## src/rtl/prio_arb_pkg.sv

```systemverilog
// ============================================================================
// Module  : prio_arb_pkg
// Brief   : Shared types and constants for the 8-way hold-limited arbiter.
// Rev     : 1.0  initial release
// ============================================================================
`default_nettype none

package prio_arb_pkg;

    localparam int NREQ  = 8;
    localparam int IDX_W = 3;

    typedef enum logic [0:0] {
        IDLE = 1'b0,
        OWN  = 1'b1
    } state_t;

    function automatic logic [NREQ-1:0] idx2onehot(input logic [IDX_W-1:0] idx);
        return {{(NREQ-1){1'b0}}, 1'b1} << idx;
    endfunction

endpackage

`default_nettype wire

```

## src/rtl/prio_enc8.sv

```systemverilog
// ============================================================================
// Module  : prio_enc8
// Brief   : Combinational 8-to-3 priority encoder, highest set bit wins.
// Rev     : 1.0  initial release
// ============================================================================
`default_nettype none

module prio_enc8
    import prio_arb_pkg::*;
(
    input  logic [NREQ-1:0]  req_i,
    output logic [IDX_W-1:0] idx_o,
    output logic             vld_o
);

    // Ascending scan: the last (highest) set bit overwrites lower ones.
    always_comb begin
        idx_o = '0;
        vld_o = |req_i;
        for (int i = 0; i < NREQ; i++) begin
            if (req_i[i]) begin
                idx_o = IDX_W'(i);
            end
        end
    end

endmodule

`default_nettype wire

```

## src/rtl/prio_arb8.sv

```systemverilog
// ============================================================================
// Module  : prio_arb8
// Brief   : 8-requester arbiter with per-owner hold limit and timeout pulse.
//           Define PRIO_ARB8_RR_EN for round-robin selection (default: fixed).
// Rev     : 1.0  initial release
// ============================================================================
`default_nettype none

module prio_arb8
    import prio_arb_pkg::*;
#(
    parameter int MAX_HOLD = 16
) (
    input  logic             clk,
    input  logic             rst_n,
    input  logic [NREQ-1:0]  req,
    output logic [NREQ-1:0]  gnt,
    output logic [IDX_W-1:0] gnt_idx,
    output logic             gnt_vld,
    output logic             timeout
);

    localparam logic [7:0] HOLD_LAST = 8'(MAX_HOLD - 1);

    state_t           state_q, state_d;
    logic [NREQ-1:0]  gnt_q, gnt_d;
    logic [IDX_W-1:0] idx_q, idx_d;
    logic [7:0]       hold_q, hold_d;
    logic             to_q, to_d;

    logic [NREQ-1:0]  enc_in;
    logic [IDX_W-1:0] enc_idx;
    logic             enc_vld;
    logic [IDX_W-1:0] winner;

`ifdef PRIO_ARB8_RR_EN
    logic [IDX_W-1:0] ptr_q, ptr_d;

    // Bit-reversed rotation puts req[ptr] at the encoder's top priority.
    always_comb begin
        enc_in = '0;
        for (int k = 0; k < NREQ; k++) begin
            enc_in[NREQ-1-k] = req[ptr_q + IDX_W'(k)];
        end
        winner = ptr_q + (IDX_W'(NREQ-1) - enc_idx);
    end

    always_ff @(posedge clk or negedge rst_n) begin
        if (!rst_n) begin
            ptr_q <= '0;
        end else begin
            ptr_q <= ptr_d;
        end
    end
`else
    always_comb begin
        enc_in = req;
        winner = enc_idx;
    end
`endif

    prio_enc8 u_enc (
        .req_i (enc_in),
        .idx_o (enc_idx),
        .vld_o (enc_vld)
    );

    always_comb begin
        state_d = state_q;
        gnt_d   = gnt_q;
        idx_d   = idx_q;
        hold_d  = hold_q;
        to_d    = 1'b0;
`ifdef PRIO_ARB8_RR_EN
        ptr_d   = ptr_q;
`endif
        case (state_q)
            IDLE: begin
                if (enc_vld) begin
                    state_d = OWN;
                    gnt_d   = idx2onehot(winner);
                    idx_d   = winner;
                    hold_d  = '0;
`ifdef PRIO_ARB8_RR_EN
                    ptr_d   = winner + IDX_W'(1);
`endif
                end else begin
                    gnt_d = '0;
                    idx_d = '0;
                end
            end
            OWN: begin
                // Release by the owner takes precedence over expiry.
                if (!req[idx_q] || (hold_q == HOLD_LAST)) begin
                    state_d = IDLE;
                    gnt_d   = '0;
                    idx_d   = '0;
                    hold_d  = '0;
                    to_d    = req[idx_q];
                end else begin
                    hold_d = hold_q + 8'd1;
                end
            end
            default: begin
                state_d = IDLE;
                gnt_d   = '0;
                idx_d   = '0;
                hold_d  = '0;
            end
        endcase
    end

    always_ff @(posedge clk or negedge rst_n) begin
        if (!rst_n) begin
            state_q <= IDLE;
            gnt_q   <= '0;
            idx_q   <= '0;
            hold_q  <= '0;
            to_q    <= 1'b0;
        end else begin
            state_q <= state_d;
            gnt_q   <= gnt_d;
            idx_q   <= idx_d;
            hold_q  <= hold_d;
            to_q    <= to_d;
        end
    end

    assign gnt     = gnt_q;
    assign gnt_idx = idx_q;
    assign gnt_vld = |gnt_q;
    assign timeout = to_q;

endmodule

`default_nettype wire

```

## config.mk

```make
export PLATFORM = sky130hd
export DESIGN_NAME = prio_arb8
export DESIGN_NICKNAME = d
export VERILOG_FILES = /design/src/rtl/prio_arb_pkg.sv /design/src/rtl/prio_enc8.sv /design/src/rtl/prio_arb8.sv
export SDC_FILE = /design/constraint.sdc
export NUM_CORES = 1
export LEC_CHECK = 0
export ABC_AREA = 1
export CORE_ASPECT_RATIO = 0.75
export CORE_MARGIN = 2
export CORE_UTILIZATION = 48
export DETAILED_ROUTE_END_ITERATION = 12
export GPL_ROUTABILITY_DRIVEN = 0
export GPL_TIMING_DRIVEN = 0
export PLACE_DENSITY_LB_ADDON = 0.2
export SLEW_MARGIN = 30
export SYNTH_ARGS = -nofsm -noshare
export SYNTH_HDL_FRONTEND = slang
export SYNTH_HIERARCHICAL = 1
export SYNTH_SLANG_ARGS = --single-unit
```

## constraint.sdc

```tcl
create_clock -name clk -period 1.7 [get_ports clk]
set_clock_uncertainty 0.1 [all_clocks]
set_input_delay 0.255 -clock clk [delete_from_list [all_inputs] [get_ports clk]]
set_output_delay 0.255 -clock clk [all_outputs]
set_load 0.03 [all_outputs]
```

==> Implementation_results.wiki, run 1 <==
{| class="wikitable"
! Metric !! Value
|-
| CTS H-tree lvls || 1
|-
| Synthesized area per cell || about 7.3 µm²
|-
| PD cells || approximately 1300 nW/µm²
|-
| Kind of start point of the critical path || flop
|-
| Worst Setup EP || gnt_vld
|-
| Detailed-route vias per instance || roughly 4.8
|-
| Worst reg2reg path depth || 7
|-
| Number of hold violations in the final report || 0
|-
| Basic-gate share of the synthesized area counting and, or, nand and nor cells || a little under two fifths
|-
| Fraction of registers with async set or reset after synthesis || 100%
|-
| Number of top-level design ports || 23
|-
| Number of storage elements in the synthesis netlist || 21
|-
| Ranking of synthesized cells by instance count || sky130_fd_sc_hd__nand2_1 (56), sky130_fd_sc_hd__inv_1 (23), sky130_fd_sc_hd__dfrtp_1 (21)
|-
| Number of global-route vias before repair || just under 1,000
|-
| Global-route wire length before repair || slightly above 4000 µm
|-
| Shortest period the worst path allows || 1.67 ns
|-
| Horizontal die dimension || 61.5 µm
|-
| Dominant cell type by area after synthesis || sky130_fd_sc_hd__dfrtp_1
|-
| Number of nets produced by synthesis || 175
|-
| CP Capture Type || primary output
|-
| Overflow left after global routing || 0
|-
| Max Clock Freq || about 600 MHz
|-
| Master cell of the clock root buffer || sky130_fd_sc_hd__clkbuf_4
|-
| Peak VDD IR || 0.953 mV
|-
| Actual transition at the worst max-transition pin || between 0.4 and 0.5 ns
|-
| Number of max-slew violations in the final report || 0
|-
| Number of detailed-route iterations in the first pass || 4
|-
| Number of standard-cell rows in the floorplan || 15
|-
| Main combinational cell family by area after synthesis || simple AND/OR/NAND/NOR gates
|-
| Share of the cycle needed by the critical path after routing || 98.1%
|-
| Worst skew pair latency || 0.31 ns
|-
| Post-route DRC violation count || 0
|-
| Status || complete, no violations
|-
| Floorplan die area || 2900 µm²
|-
| Data required time of the worst path || 1.34 ns
|-
| Number of CTS-inserted buffers || 3
|-
| Layout cell share with drive strength beyond 1 || 10.3%
|-
| Worst Path Buf+Inv || 1
|-
| Share of the yosys chip area belonging to registers || between 40 and 50%
|-
| Hold/Removal Path Class || in -> async
|-
| Largest fanout on the critical path || 3
|-
| Register area || 526 µm²
|-
| CP Launch Point || gnt[1]
|-
| Die height || 47.1 µm
|-
| Number of nets at the end of the flow || 206
|-
| Share of synthesized area spent on multiplexers || 0%
|-
| Number of input and output port buffers inserted || 22
|-
| Fill cells || 211
|-
| Crit path cell chain || nor4_2 -> nand2_1 -> buf_2
|-
| Global routing usage summed across all routing layers || 19.3%
|-
| Worst setup path category || reg -> out
|-
| Clock net sink count || 21
|-
| HPWL after detailed placement || 1860 µm
|-
| CP top delay family || flip-flops
|-
| Initial antenna violation count || 0
|-
| Area fraction in compound gates after synthesis || 4.20%
|-
| Worst path depth || 3
|-
| Top cells by area, synth || sky130_fd_sc_hd__dfrtp_1 (44%), sky130_fd_sc_hd__nand2_1 (18%), sky130_fd_sc_hd__inv_1 (7.2%)
|-
| Number of different library cells in the post-synthesis netlist || 20
|-
| Syn. warnings || 6
|-
| Max_slew headroom || 69.9%
|-
| Routed vias || 1,090
|-
| Area growth from synthesis to final layout || 27.1%
|-
| Remaining number of nets flagged by the antenna check after routing || 0
|-
| Reported max-cap violation count || 0
|-
| Max clock buf depth || 2
|-
| Synthesized instance count || ~160
|-
| Area share of the leading cell type in the synthesized netlist || between 40% and 50%
|-
| Post-detailed-routing wire length || approximately 2400 µm
|-
| Unrepaired setup endpoints after global routing || yes
|-
| Post-synth EDFFs || 0
|-
| Std-Cell Core Area || roughly 2300 µm²
|-
| Setup TNS || 0 ns
|-
| Endpoint of the most critical register-to-register path || gnt_idx[1]
|-
| Multi-input logic area || 578 µm²
|-
| Utilization of the core after routing || 65.1%
|-
| Initial core utilization || 51.2%
|-
| Synth Area in XOR/XNOR || 4.41%
|-
| Delay of the slowest cell on the worst path || 0.43 ns
|-
| Mapped cell area || approximately 1200 µm²
|-
| Most common cell in the synthesized netlist || sky130_fd_sc_hd__nand2_1
|-
| Flop-to-flop setup slack || 0.14 ns
|-
| Pin count of the biggest net entering global routing || 22
|-
| Setup-violating endpoint count in the final report || 0
|-
| Number of antenna repair diodes || 0
|-
| Clock-pin slew on the worst setup and hold paths || 0.12 ns
|-
| Number of DRC markers after the initial detailed-route iteration || 66
|-
| TritonCTS clock tree || done
|-
| Post-DR wirelength/cell || 10.5 µm
|-
| Leakage power summed over all cells || about 0.87 nW
|-
| Most used flip-flop cell after synthesis || sky130_fd_sc_hd__dfrtp_1
|-
| Library cell contributing the largest single delay on the critical path || sky130_fd_sc_hd__dfrtp_1
|-
| Adder-cell share of the synthesized area || around 1.1%
|-
| Data arrival at the endpoint of the critical path || 1.31 ns
|-
| Startpoint of the worst-slack reg-to-reg timing path || hold_q[0]
|}
==> logic make-up (layout without fill, tap and decap cells) <==
logic type               count (synthesis)  in the layout
AO/OA/AOI/OAI                           10             10
XOR/XNOR                                 6              6
adder cells (fa/ha/maj)                  1              1
buffers and inverters                   26             56
flip-flops                              21             21
AND/OR/NAND/NOR                        100            100
==> metal layers <==
metal / vias up / routed length [µm] / global-route usage [%]
li1: 565 / - / -
met1: 495 / 1110 / 25.7
met2: 26 / 1120 / 31.2
met3: 4 / 138 / 5.79
met4: 0 / 23 / 5.11
met5: - / 0 / 0
==> final cells by class <==
class / instances / area share [%]
Multi-Input combinational cell: 117 / 38.2
Clock buffer: 3 / 1.49
Timing Repair Buffer: 26 / 15.5
Inverter: 25 / 6.20
Sequential cell: 21 / 34.7
Tap cell: 34 / 2.81
Buffer: 1 / 0.744
Clock inverter: 1 / 0.331
==> sequential cells by signal (all words and copies together) (netlist names) <==
signal / flops
timeout: 1
gnt: 8
hold_q: 8
state_q: 1
gnt_idx: 3
==> how the worst min path moves through the flow <==
stage              to  slack, ns  cells after the start
2_1_floorplan  gnt[0]      -0.14                      0
3_3_place_gp   gnt[4]       0.41                      2
3_5_place_dp   gnt[5]       0.42                      2
4_1_cts        gnt[5]       0.37                      1
5_1_grt        gnt[6]       0.36                      2
6_report       gnt[5]       0.32                      2
==> power by group <==
part           internal [W]  switching [W]
clock             0.0000880       0.000151
combinational      0.000322       0.000626
sequential         0.000602       0.000112
total               0.00101       0.000888
==> placed cells by master, fill, tap and decap left out, types with 4 or more instances in the layout <==
master | Yosys | final
sky130_fd_sc_hd__a21oi_1 | 4 | 4
sky130_fd_sc_hd__clkdlybuf4s50_1 | 0 | 8
sky130_fd_sc_hd__dfrtp_1 | 21 | 21
sky130_fd_sc_hd__dlygate4sd2_1 | 0 | 10
sky130_fd_sc_hd__inv_1 | 23 | 23
sky130_fd_sc_hd__nand2_1 | 56 | 56
sky130_fd_sc_hd__nand3_1 | 17 | 17
sky130_fd_sc_hd__nor2_1 | 17 | 17
sky130_fd_sc_hd__o21ai_1 | 5 | 5
==> per-stage QoR <==
step / hold slack (ns) / setup WS (ns) / cell area (µm²) / power (W) / instances
floorplan: -0.141 / 0.262 / 1190 / 0.00140 / 164
global route: 0.358 / -0.0554 / 1510 / 0.00207 / 228
detailed placement: 0.421 / -0.385 / 1450 / 0.00172 / 220
global placement: 0.408 / -0.376 / 1450 / 0.00170 / 220
CTS: 0.370 / -0.0658 / 1480 / 0.00192 / 224
finish: 0.316 / 0.0324 / 1510 / 0.00190 / 228
==> repair_timing <==
| action | 4_1_cts | 5_1_grt |
|---|---|---|
| buffers inserted | 0 | 3 |
| resized for setup | 14 | 6 |
| hold buffers | 0 | 1 |
| pin swaps | 0 | 1 |
| hold endpoints to repair | 0 | 21 |
| setup endpoints to repair | 13 | 8 |
(Power assumes the default switching activity.)
==> run 2, diff against run 1 <==
- GPL_ROUTABILITY_DRIVEN: 0 -> unset
==> results of run 2 <==
No change in the layout: final DEF, timing and power equal those of run 1.
